--- config.mk ---
export PLATFORM = sky130hd
export DESIGN_NAME = instr_fetch_unit
export DESIGN_NICKNAME = d
export VERILOG_FILES = /design/src/rtl/fetch_pkg.sv /design/src/rtl/fetch_pc_reg.sv /design/src/rtl/instr_fetch_unit.sv
export SDC_FILE = /design/constraint.sdc
export NUM_CORES = 1
export LEC_CHECK = 0
export CORE_MARGIN = 3
export CORE_UTILIZATION = 35
export CTS_CLUSTER_DIAMETER = 30
export CTS_CLUSTER_SIZE = 30
export DETAILED_ROUTE_END_ITERATION = 6
export HOLD_SLACK_MARGIN = 0.08
export PLACE_DENSITY_LB_ADDON = 0.25
export SLEW_MARGIN = 20
export SYNTH_ARGS = -nofsm -noshare
export SYNTH_HDL_FRONTEND = slang
export SYNTH_HIERARCHICAL = 1
export SYNTH_SLANG_ARGS = --single-unit
--- constraint.sdc ---
create_clock -name clk -period 6.6 [get_ports clk]
set_input_delay 1.32 -clock clk [delete_from_list [all_inputs] [get_ports clk]]
set_output_delay 1.32 -clock clk [all_outputs]
set_load 0.005 [all_outputs]
--- src/rtl/fetch_pkg.sv ---
// Shared types and constants for the RV32I fetch stage.
package fetch_pkg;

  typedef enum logic [1:0] {
    S_RESET,
    S_FETCH,
    S_WAIT,
    S_HOLD
  } fetch_state_t;

  localparam logic [31:0] NOP_INSTR        = 32'h0000_0013;
  localparam logic [31:0] DEFAULT_RESET_PC = 32'h0000_0000;
  localparam int unsigned DEFAULT_PC_STEP  = 4;

  // Instruction addresses are word aligned; the low two bits are dropped.
  function automatic logic [31:0] align_word(input logic [31:0] addr);
    return addr & ~32'h0000_0003;
  endfunction

endpackage

--- src/rtl/fetch_pc_reg.sv ---
// Program counter register: reset load, sequential step, redirect load.
module fetch_pc_reg
  import fetch_pkg::*;
#(
  parameter logic [31:0] RESET_PC = DEFAULT_RESET_PC,
  parameter int unsigned PC_STEP  = DEFAULT_PC_STEP
) (
  input  logic        clk,
  input  logic        rst_n,
  input  logic        inc,
  input  logic        load,
  input  logic [31:0] target,
  output logic [31:0] pc
);

  logic [31:0] pc_q;
  logic [31:0] pc_d;

  // Redirect load wins over the sequential step; arithmetic wraps modulo 2^32.
  always_comb begin
    pc_d = pc_q;
    if (load) begin
      pc_d = align_word(target);
    end else if (inc) begin
      pc_d = pc_q + PC_STEP;
    end
  end

  // PC register with synchronous active-low reset.
  always_ff @(posedge clk) begin
    if (!rst_n) begin
      pc_q <= RESET_PC;
    end else begin
      pc_q <= pc_d;
    end
  end

  assign pc = pc_q;

endmodule

--- src/rtl/instr_fetch_unit.sv ---
// Fetch stage: one outstanding instruction read, valid/ready to decode,
// redirects from execute with discard of stale responses.
module instr_fetch_unit
  import fetch_pkg::*;
#(
  parameter logic [31:0] RESET_PC = DEFAULT_RESET_PC,
  parameter int unsigned PC_STEP  = DEFAULT_PC_STEP
) (
  input  logic        clk,
  input  logic        rst_n,
  output logic        imem_req,
  output logic [31:0] imem_addr,
  input  logic        imem_rvalid,
  input  logic [31:0] imem_rdata,
  input  logic        redirect_valid,
  input  logic [31:0] redirect_target,
  output logic        instr_valid,
  input  logic        instr_ready,
  output logic [31:0] instruction,
  output logic [31:0] instr_pc,
  output logic [31:0] fetch_count
);

  fetch_state_t state_q, state_d;
  logic         discard_q, discard_d;
  logic         instr_valid_q, instr_valid_d;
  logic [31:0]  instruction_q, instruction_d;
  logic [31:0]  instr_pc_q, instr_pc_d;
  logic [31:0]  fetch_count_q, fetch_count_d;
  logic [31:0]  pc;
  logic         redirect;
  logic         handshake;
  logic         capture;
  logic         pc_inc;

  // Event decode shared by next-state and datapath logic.
  always_comb begin
    redirect  = redirect_valid && (state_q != S_RESET);
    handshake = (state_q == S_HOLD) && instr_ready;
    capture   = (state_q == S_WAIT) && imem_rvalid && !discard_q && !redirect;
    pc_inc    = handshake && !redirect;
  end

  fetch_pc_reg #(
    .RESET_PC (RESET_PC),
    .PC_STEP  (PC_STEP)
  ) u_pc_reg (
    .clk    (clk),
    .rst_n  (rst_n),
    .inc    (pc_inc),
    .load   (redirect),
    .target (redirect_target),
    .pc     (pc)
  );

  // State and datapath registers with synchronous active-low reset.
  always_ff @(posedge clk) begin
    if (!rst_n) begin
      state_q       <= S_RESET;
      discard_q     <= 1'b0;
      instr_valid_q <= 1'b0;
      instruction_q <= NOP_INSTR;
      instr_pc_q    <= RESET_PC;
      fetch_count_q <= '0;
    end else begin
      state_q       <= state_d;
      discard_q     <= discard_d;
      instr_valid_q <= instr_valid_d;
      instruction_q <= instruction_d;
      instr_pc_q    <= instr_pc_d;
      fetch_count_q <= fetch_count_d;
    end
  end

  // Next-state logic; redirect outranks every other event.
  always_comb begin
    state_d = state_q;
    unique case (state_q)
      S_RESET: state_d = S_FETCH;
      S_FETCH: state_d = redirect ? S_FETCH : S_WAIT;
      S_WAIT: begin
        if (redirect) begin
          state_d = imem_rvalid ? S_FETCH : S_WAIT;
        end else if (imem_rvalid) begin
          state_d = discard_q ? S_FETCH : S_HOLD;
        end
      end
      S_HOLD: begin
        if (redirect || instr_ready) begin
          state_d = S_FETCH;
        end
      end
      default: state_d = S_RESET;
    endcase
  end

  // Discard flag, instruction capture and handshake counter.
  always_comb begin
    discard_d     = discard_q;
    instr_valid_d = instr_valid_q;
    instruction_d = instruction_q;
    instr_pc_d    = instr_pc_q;
    fetch_count_d = fetch_count_q;
    if (state_q == S_WAIT) begin
      if (redirect) begin
        discard_d = !imem_rvalid;
      end else if (imem_rvalid) begin
        discard_d = 1'b0;
      end
    end
    if (capture) begin
      instr_valid_d = 1'b1;
      instruction_d = imem_rdata;
      instr_pc_d    = pc;
    end
    if (redirect || handshake) begin
      instr_valid_d = 1'b0;
    end
    if (handshake) begin
      fetch_count_d = fetch_count_q + 32'd1;
    end
  end

  // Outputs. A redirect in S_FETCH withholds the request: memory accepts
  // requests without a grant, so issuing it would leave an untracked response.
  always_comb begin
    imem_req    = (state_q == S_FETCH) && !redirect_valid;
    imem_addr   = pc;
    instr_valid = instr_valid_q;
    instruction = instruction_q;
    instr_pc    = instr_pc_q;
    fetch_count = fetch_count_q;
  end

endmodule

==> metrics.txt, run 1 <==
CTS tree yes; critical path data required time about 5300 ps; Crit. End Element output pin; crit path max fanout 2; root buffer cell clkbuf_16; post-synthesis simple-gate area fraction 0.295; Starting Density 0.362; crit path cell chain clkdlybuf4s50_1, nor2b_1, clkdlybuf4s50_1; number of enable flip-flop cells after synthesis 0; WL per Instance approximately 16 microns; distinct cell type count of the synthesized netlist 58; post-synthesis adder-cell area fraction 0.0129; Inserted Diodes 0; Synth Register Bits between 100 and 150; clock sink total 130; cts bufs inserted 17; Post-synth ARST share 0; Hold Fails Final Rpt 0; Worst-Skew Late Latency 410 ps; cell family with most CP delay buffers and inverters; Post-Synth XOR/XNOR Area 0.0601; fin crit share 0.562; CP Data Arrival Time about 2400 ps; fmax around 0.27 GHz; worst min-delay path endpoint instr_valid; critical path class input port to output pin; hold_sp instr_valid; fraction of layout cells with a size suffix above 1 0.0680; Chip Width 135 microns; placed inst area a little under 0.008 sq mm; Clock Path Buffers 2; largest net degree at the start of global routing slightly below 80; CP max stage cell clkdlybuf4s50_1; Tmin final about 3700 ps; cts-stage hold buffer count 0; Non-Filler Instances about 1100; DRC 0; num rows 46; RSZ-0062 raised after global routing false; worst slew pin tran about 1000 ps; slew margin rel. 0.325; worst clock skew 9.09 ps; Routability Congestion around 0.8; post-layout util 0.530; largest cells by area after synthesis dfxtp_1, nand2_1, a21oi_1; P per Cell Area about 250 mW/mm^2; die area between 0.015 and 0.02 sq mm; main combinational cell family by area after synthesis simple AND/OR/NAND/NOR gates; R2R Path End instr_pc[13]; placed cell count roughly 1100; Post-Syn Area per Cell a little over 8 sq um; Hold Path Class flop to flop; max_cap viols 0; die height around 140 microns; first-pass GRT wire length about 28 mm; Slowest Stage Delay on Critical Path between 500 and 600 ps; drt pass-1 iters 5; routed wire length between 15 and 20 mm; TNS Setup 0 ps; clk slew on worst S/H paths roughly 60 ps; Resized cells post-CTS 0; post-synthesis compound-gate area fraction 0.139; vias in the first global route approximately 5300; Critical R2R Launch state_q[0]; R2R cell count 8; Pins Over Slew Limit 0; dominant synthesized flop cell dfxtp_1; final worst slack ~2900 ps; CTS H-tree depth 4; leading area contributor after synthesis dfxtp_1; final instance area around 0.0085 sq mm; r2r setup slk 3810 ps; Detailed Place HPWL ~12 mm; initial antenna violation count 0; post-synthesis sequential area ratio 0.447; critical path startpoint category input port; Via Count approximately 5600; share of the synthesized area in the top cell type 0.447; core area ~0.016 sq mm; Mapped Cells 722; mapped cell area a little under 0.006 sq mm; Leak approximately 3.0 nW; DP Worst Slack between 2000 and 3000 ps; hold depth 2; DRT antenna net count 0; CP Buf/Inv Count 2; post-DR vias/cell around 5.0; Setup violations, final 0; status finished clean; yosys warns 6; maximum VDD drop about 0.00019 V; Post-CTS Setup Repair Bufs 0; Detailed Route Iter0 Violations 316; mux share of post-synthesis cell area 0.00515; # IOs between 150 and 200; gr usage total 0.192; total gr overflow 0; Buffers on Ports a little under 200; Layout Nets roughly 970; synthesis-to-layout area growth 46.5%; Top cell by count, worst path clkdlybuf4s50_1
[synth_stat cells, types with 4 or more instances]
cell type and count:
a211oi_1 5, a21oi_1 75, a31oi_1 6, a32oi_1 4, and3_1 10, and4_1 4
buf_2 9, clkbuf_1 29, dfxtp_1 130, ha_1 6, inv_1 11, nand2_1 176
nand2b_1 5, nand3_1 31, nand4_1 28, nor2_1 45, nor3_1 6, nor4_1 9
o211a_1 7, o21ai_0 26, or3_1 4, xnor2_1 12, xor2_1 28
[layout make-up]
class                   count  area (sq um)
fillers                  1576          7580
multi-input cells         537          2990
flip-flops and latches    130          2600
repair buffers            200          1990
clock buffers              19           453
well taps                 216           270
clock inverters            13           183
inverters                  13          48.8
[state kept, by name, indices dropped and copies added, names as in the netlist]
signal,flops
instr_valid,1
fetch_count,32
state_q,2
instruction,32
discard_q,1
instr_pc,32
u_pc_reg/pc,30
[how the worst max path moves through the flow]
| stage | start | slack (ps) | end | cells past startpoint |
|---|---|---|---|---|
| final | redirect_valid | 2890 | imem_req | 3 |
| after CTS | redirect_valid | 2880 | imem_req | 3 |
| after global placement | redirect_valid | 2640 | instr_pc[15] | 7 |
| after floorplan | redirect_valid | 3560 | u_pc_reg/pc[16] | 7 |
| after detailed placement | redirect_valid | 2650 | instr_pc[15] | 7 |
| after global routing | redirect_valid | 2830 | imem_req | 3 |
[layout by cell type, fill, tap and decap left out, types with 5 or more instances in the layout]
master / instances
ha_1: 6
nor4_1: 9
a21oi_1: 75
inv_1: 11
and3_1: 10
o21ai_0: 26
buf_4: 6
a211oi_1: 5
clkbuf_16: 17
nand3_1: 31
o211a_1: 7
nand4_1: 28
nand2_1: 176
nor2_1: 45
xnor2_1: 12
a31oi_1: 6
xor2_1: 28
clkdlybuf4s50_1: 194
nor3_1: 6
nand2b_1: 5
dfxtp_1: 130
[layer usage]
metal / track usage / share of wire / up-vias
met1: 0.242 / 0.45 / 2599
li1: - / - / 2860
met2: 0.308 / 0.45 / 172
met4: 0.0493 / 0.0099 / 0
met3: 0.0756 / 0.085 / 16
met5: 0 / 0 / -
[stage by stage]
step / power [mW] / hold WS, ps
after CTS: 2.19 / 452
final: 2.17 / 451
after floorplan: 1.01 / 448
after detailed placement: 1.17 / 444
after global placement: 1.17 / 441
after global routing: 2.27 / 469
[report_power, final]
group / internal, mW / total, mW / switching (mW)
Sequential: 0.824 / 0.891 / 0.0676
Combinational: 0.147 / 0.266 / 0.119
Clock: 0.652 / 1.01 / 0.358
Total: 1.62 / 2.17 / 0.545
[cell families (layout without fill, tap and decap cells)]
group,count (synthesis),in the layout
and+or+nand+nor,348,348
adders and majority gates,6,6
buffers and inverters,56,245
DFF,130,130
other,1,2
muxes,3,3
xor gates and xnor gates,40,40
AOI/OAI and AO/OA,138,138
[tightest hold or removal path, stage by stage (launching register included)]
cell     delay, ps
dfxtp_1        300
nand2_1         50
a21oi_1         50
Note: power is estimated with default switching activity, not from simulation.
==> run 2, diff against run 1 <==
Clock period 6.6 ns to 3.2 ns, I/O delays scaled along.
==> metrics.txt, run 2 (synthesis gave the netlist of run 1 again) <==
final instance area 0.00856 sq mm (+0.31%); hold_sp instr_pc[24]; Tmin final approximately 2500 ps; critical path class input port to flop; CP Data Arrival Time 2870 ps (+480 ps); core area 0.0161 sq mm (unchanged); switching part of the total power 0.268 (+0.0167); max_cap viols 0 (unchanged); NetSw 1.16 mW (+110%); Power, Total 4.32 mW (+99%); CP max stage cell or4_1; drt pass-1 iters 4 (-1); Setup violations, final 0 (unchanged); Routability Congestion 0.814 (+2.2%); Post-CTS Setup Repair Bufs 0 (unchanged); routed wire length 17.6 mm (+0.17%); die area 0.0182 sq mm (unchanged); clock share of power 0.446 (-0.020); placed cell count 1101 (+0.46%); Resized cells post-CTS 0 (unchanged); TNS Setup 0 ps (unchanged); DRT antenna net count 0 (unchanged); Int Pwr 3.16 mW (+95%); initial antenna violation count 0 (unchanged); status finished clean; CP Buf/Inv Count 3 (+1); post-DR vias/cell 5.08 (+1.4%); # fillers 1561 (-0.95%); crit path cell chain clkdlybuf4s50_1, nand2b_1, inv_2, nor2_1, buf_12, and3_1, nand3_1, or4_1, a31oi_1; slew margin rel. 0.495 (+0.170); RSZ-0062 raised after global routing false; fraction of layout cells with a size suffix above 1 0.0731 (+0.00508); DRC 0 (unchanged); crit path max fanout 15 (+13); R2R Path End u_pc_reg/pc[21]; R2R cell count 8 (unchanged); root buffer cell clkbuf_16; Detailed Route Iter0 Violations 292 (-7.6%); # IOs 199 (unchanged); first-pass GRT wire length 28.5 mm (+2.2%); placed inst area 0.00798 sq mm (+0.95%); Critical R2R Launch state_q[0]; fin crit share 0.790; P per Cell Area 505 mW/mm^2 (+99%); Pins Over Slew Limit 0 (unchanged); worst slew pin tran 751 ps (-252 ps); Crit. End Element flop; synthesis-to-layout area growth 47.0%; num rows 46 (unchanged); clock sink total 130 (unchanged); combinational fraction of design power 0.129 (+0.006); vias in the first global route 5543 (+4.0%); Slowest Stage Delay on Critical Path 530 ps (about the same); Layout Nets 979 (+0.51%); CTS tree yes; Via Count 5751 (+1.8%); cell family with most CP delay simple AND/OR/NAND/NOR gates; Chip Width 135 microns (unchanged); total gr overflow 0 (unchanged); most frequent cells in the layout clkdlybuf4s50_1, nand2_1, dfxtp_1; die height 135 microns (unchanged); Inserted Diodes 0 (unchanged); Starting Density 0.362 (unchanged); maximum VDD drop 0.000377 V (+100%); r2r setup slk 700 ps (-3110 ps); hold depth 2 (unchanged); Hold Path Class flop to flop; sequential share of power 0.425 (+0.014); Worst-Skew Late Latency 420 ps (about the same); WL per Instance 15.6 microns (-0.27%); critical path data required time 3540 ps (-1740 ps); gr usage total 0.193 (+0.00162); critical path startpoint category input port; commonest non-fill, non-tap cell in the layout clkdlybuf4s50_1; cts bufs inserted 17 (unchanged); Hold Fails Final Rpt 0 (unchanged); fmax ~0.4 GHz; Non-Filler Instances 1133 (+0.44%); Clock Path Buffers 2 (unchanged); worst min-delay path endpoint instr_pc[24]; worst clock skew 9.43 ps (+0.339 ps); clk slew on worst S/H paths 60 ps (about the same); post-layout util 0.531 (+0.00163); largest net degree at the start of global routing 73 (-5.2%); Leak 3.02 nW (+0.51%); Buffers on Ports 194 (unchanged); Detailed Place HPWL 11.9 mm (-0.21%); CTS H-tree depth 4 (unchanged); cts-stage hold buffer count 0 (unchanged)
## run 2: cell count changes in the layout (fill, tap and decap cells not counted), moves of 2 or more
cell,previous run,this run
buf_12,0,3
buf_4,6,8
bufinv_16,4,2
clkbuf_8,2,0
clkinv_4,1,5
## run 2: how the worst max path moves through the flow
stage / startpoint / to / cells past startpoint
6_report: redirect_valid / u_pc_reg/pc[21] / 9
5_1_grt: state_q[0] / instr_pc[21] / 9
4_1_cts: redirect_valid / u_pc_reg/pc[21] / 9
3_5_place_dp: redirect_valid / u_pc_reg/pc[21] / 9
3_3_place_gp: redirect_valid / u_pc_reg/pc[25] / 9
2_1_floorplan: redirect_valid / u_pc_reg/pc[16] / 7
## run 2: layer usage
layer | vias up | track usage | share of wire
met3 | 19 | 0.0712 | 0.085
met2 | 181 | 0.303 | 0.45
met4 | 0 | 0.0610 | 0.014
met1 | 2675 | 0.249 | 0.45
li1 | 2876 | - | -
met5 | - | 0 | 0
## run 2: cell type report
cell class	count	area (sq um)	share of cell area
clock buffer	17	425	0.0497
clock inverter	15	161	0.0188
inverter	13	48.8	0.00570
multi-input combinational	537	2990	0.350
sequential	130	2600	0.304
tap	216	270	0.0316
timing repair buffer	205	2060	0.241
## run 2: through the flow
stage               setup WS, ps  hold slack, ps
floorplan                    845             448
detailed placement           273             446
finish                       673             452
CTS                          675             454
global placement             248             441
global route                 436             468
## run 2: power by group through the flow
stage / Clock (mW) / Combinational (mW) / Sequential, mW
after global placement: 0 / 0.555 / 1.87
after detailed placement: 0 / 0.556 / 1.87
after global routing: 2.05 / 0.619 / 1.86
after floorplan: 0 / 0.254 / 1.84
after CTS: 1.98 / 0.560 / 1.84
final: 1.93 / 0.556 / 1.84
## run 2: worst reg2reg max path, delay by kind of cell (launching register included)
kind	cells	cell delay, ps
AO/OA/AOI/OAI	1	170
adder cells (fa/ha/maj)	1	290
AND/OR/NAND/NOR	5	1420
buffers and inverters	1	170
flip-flops	1	380
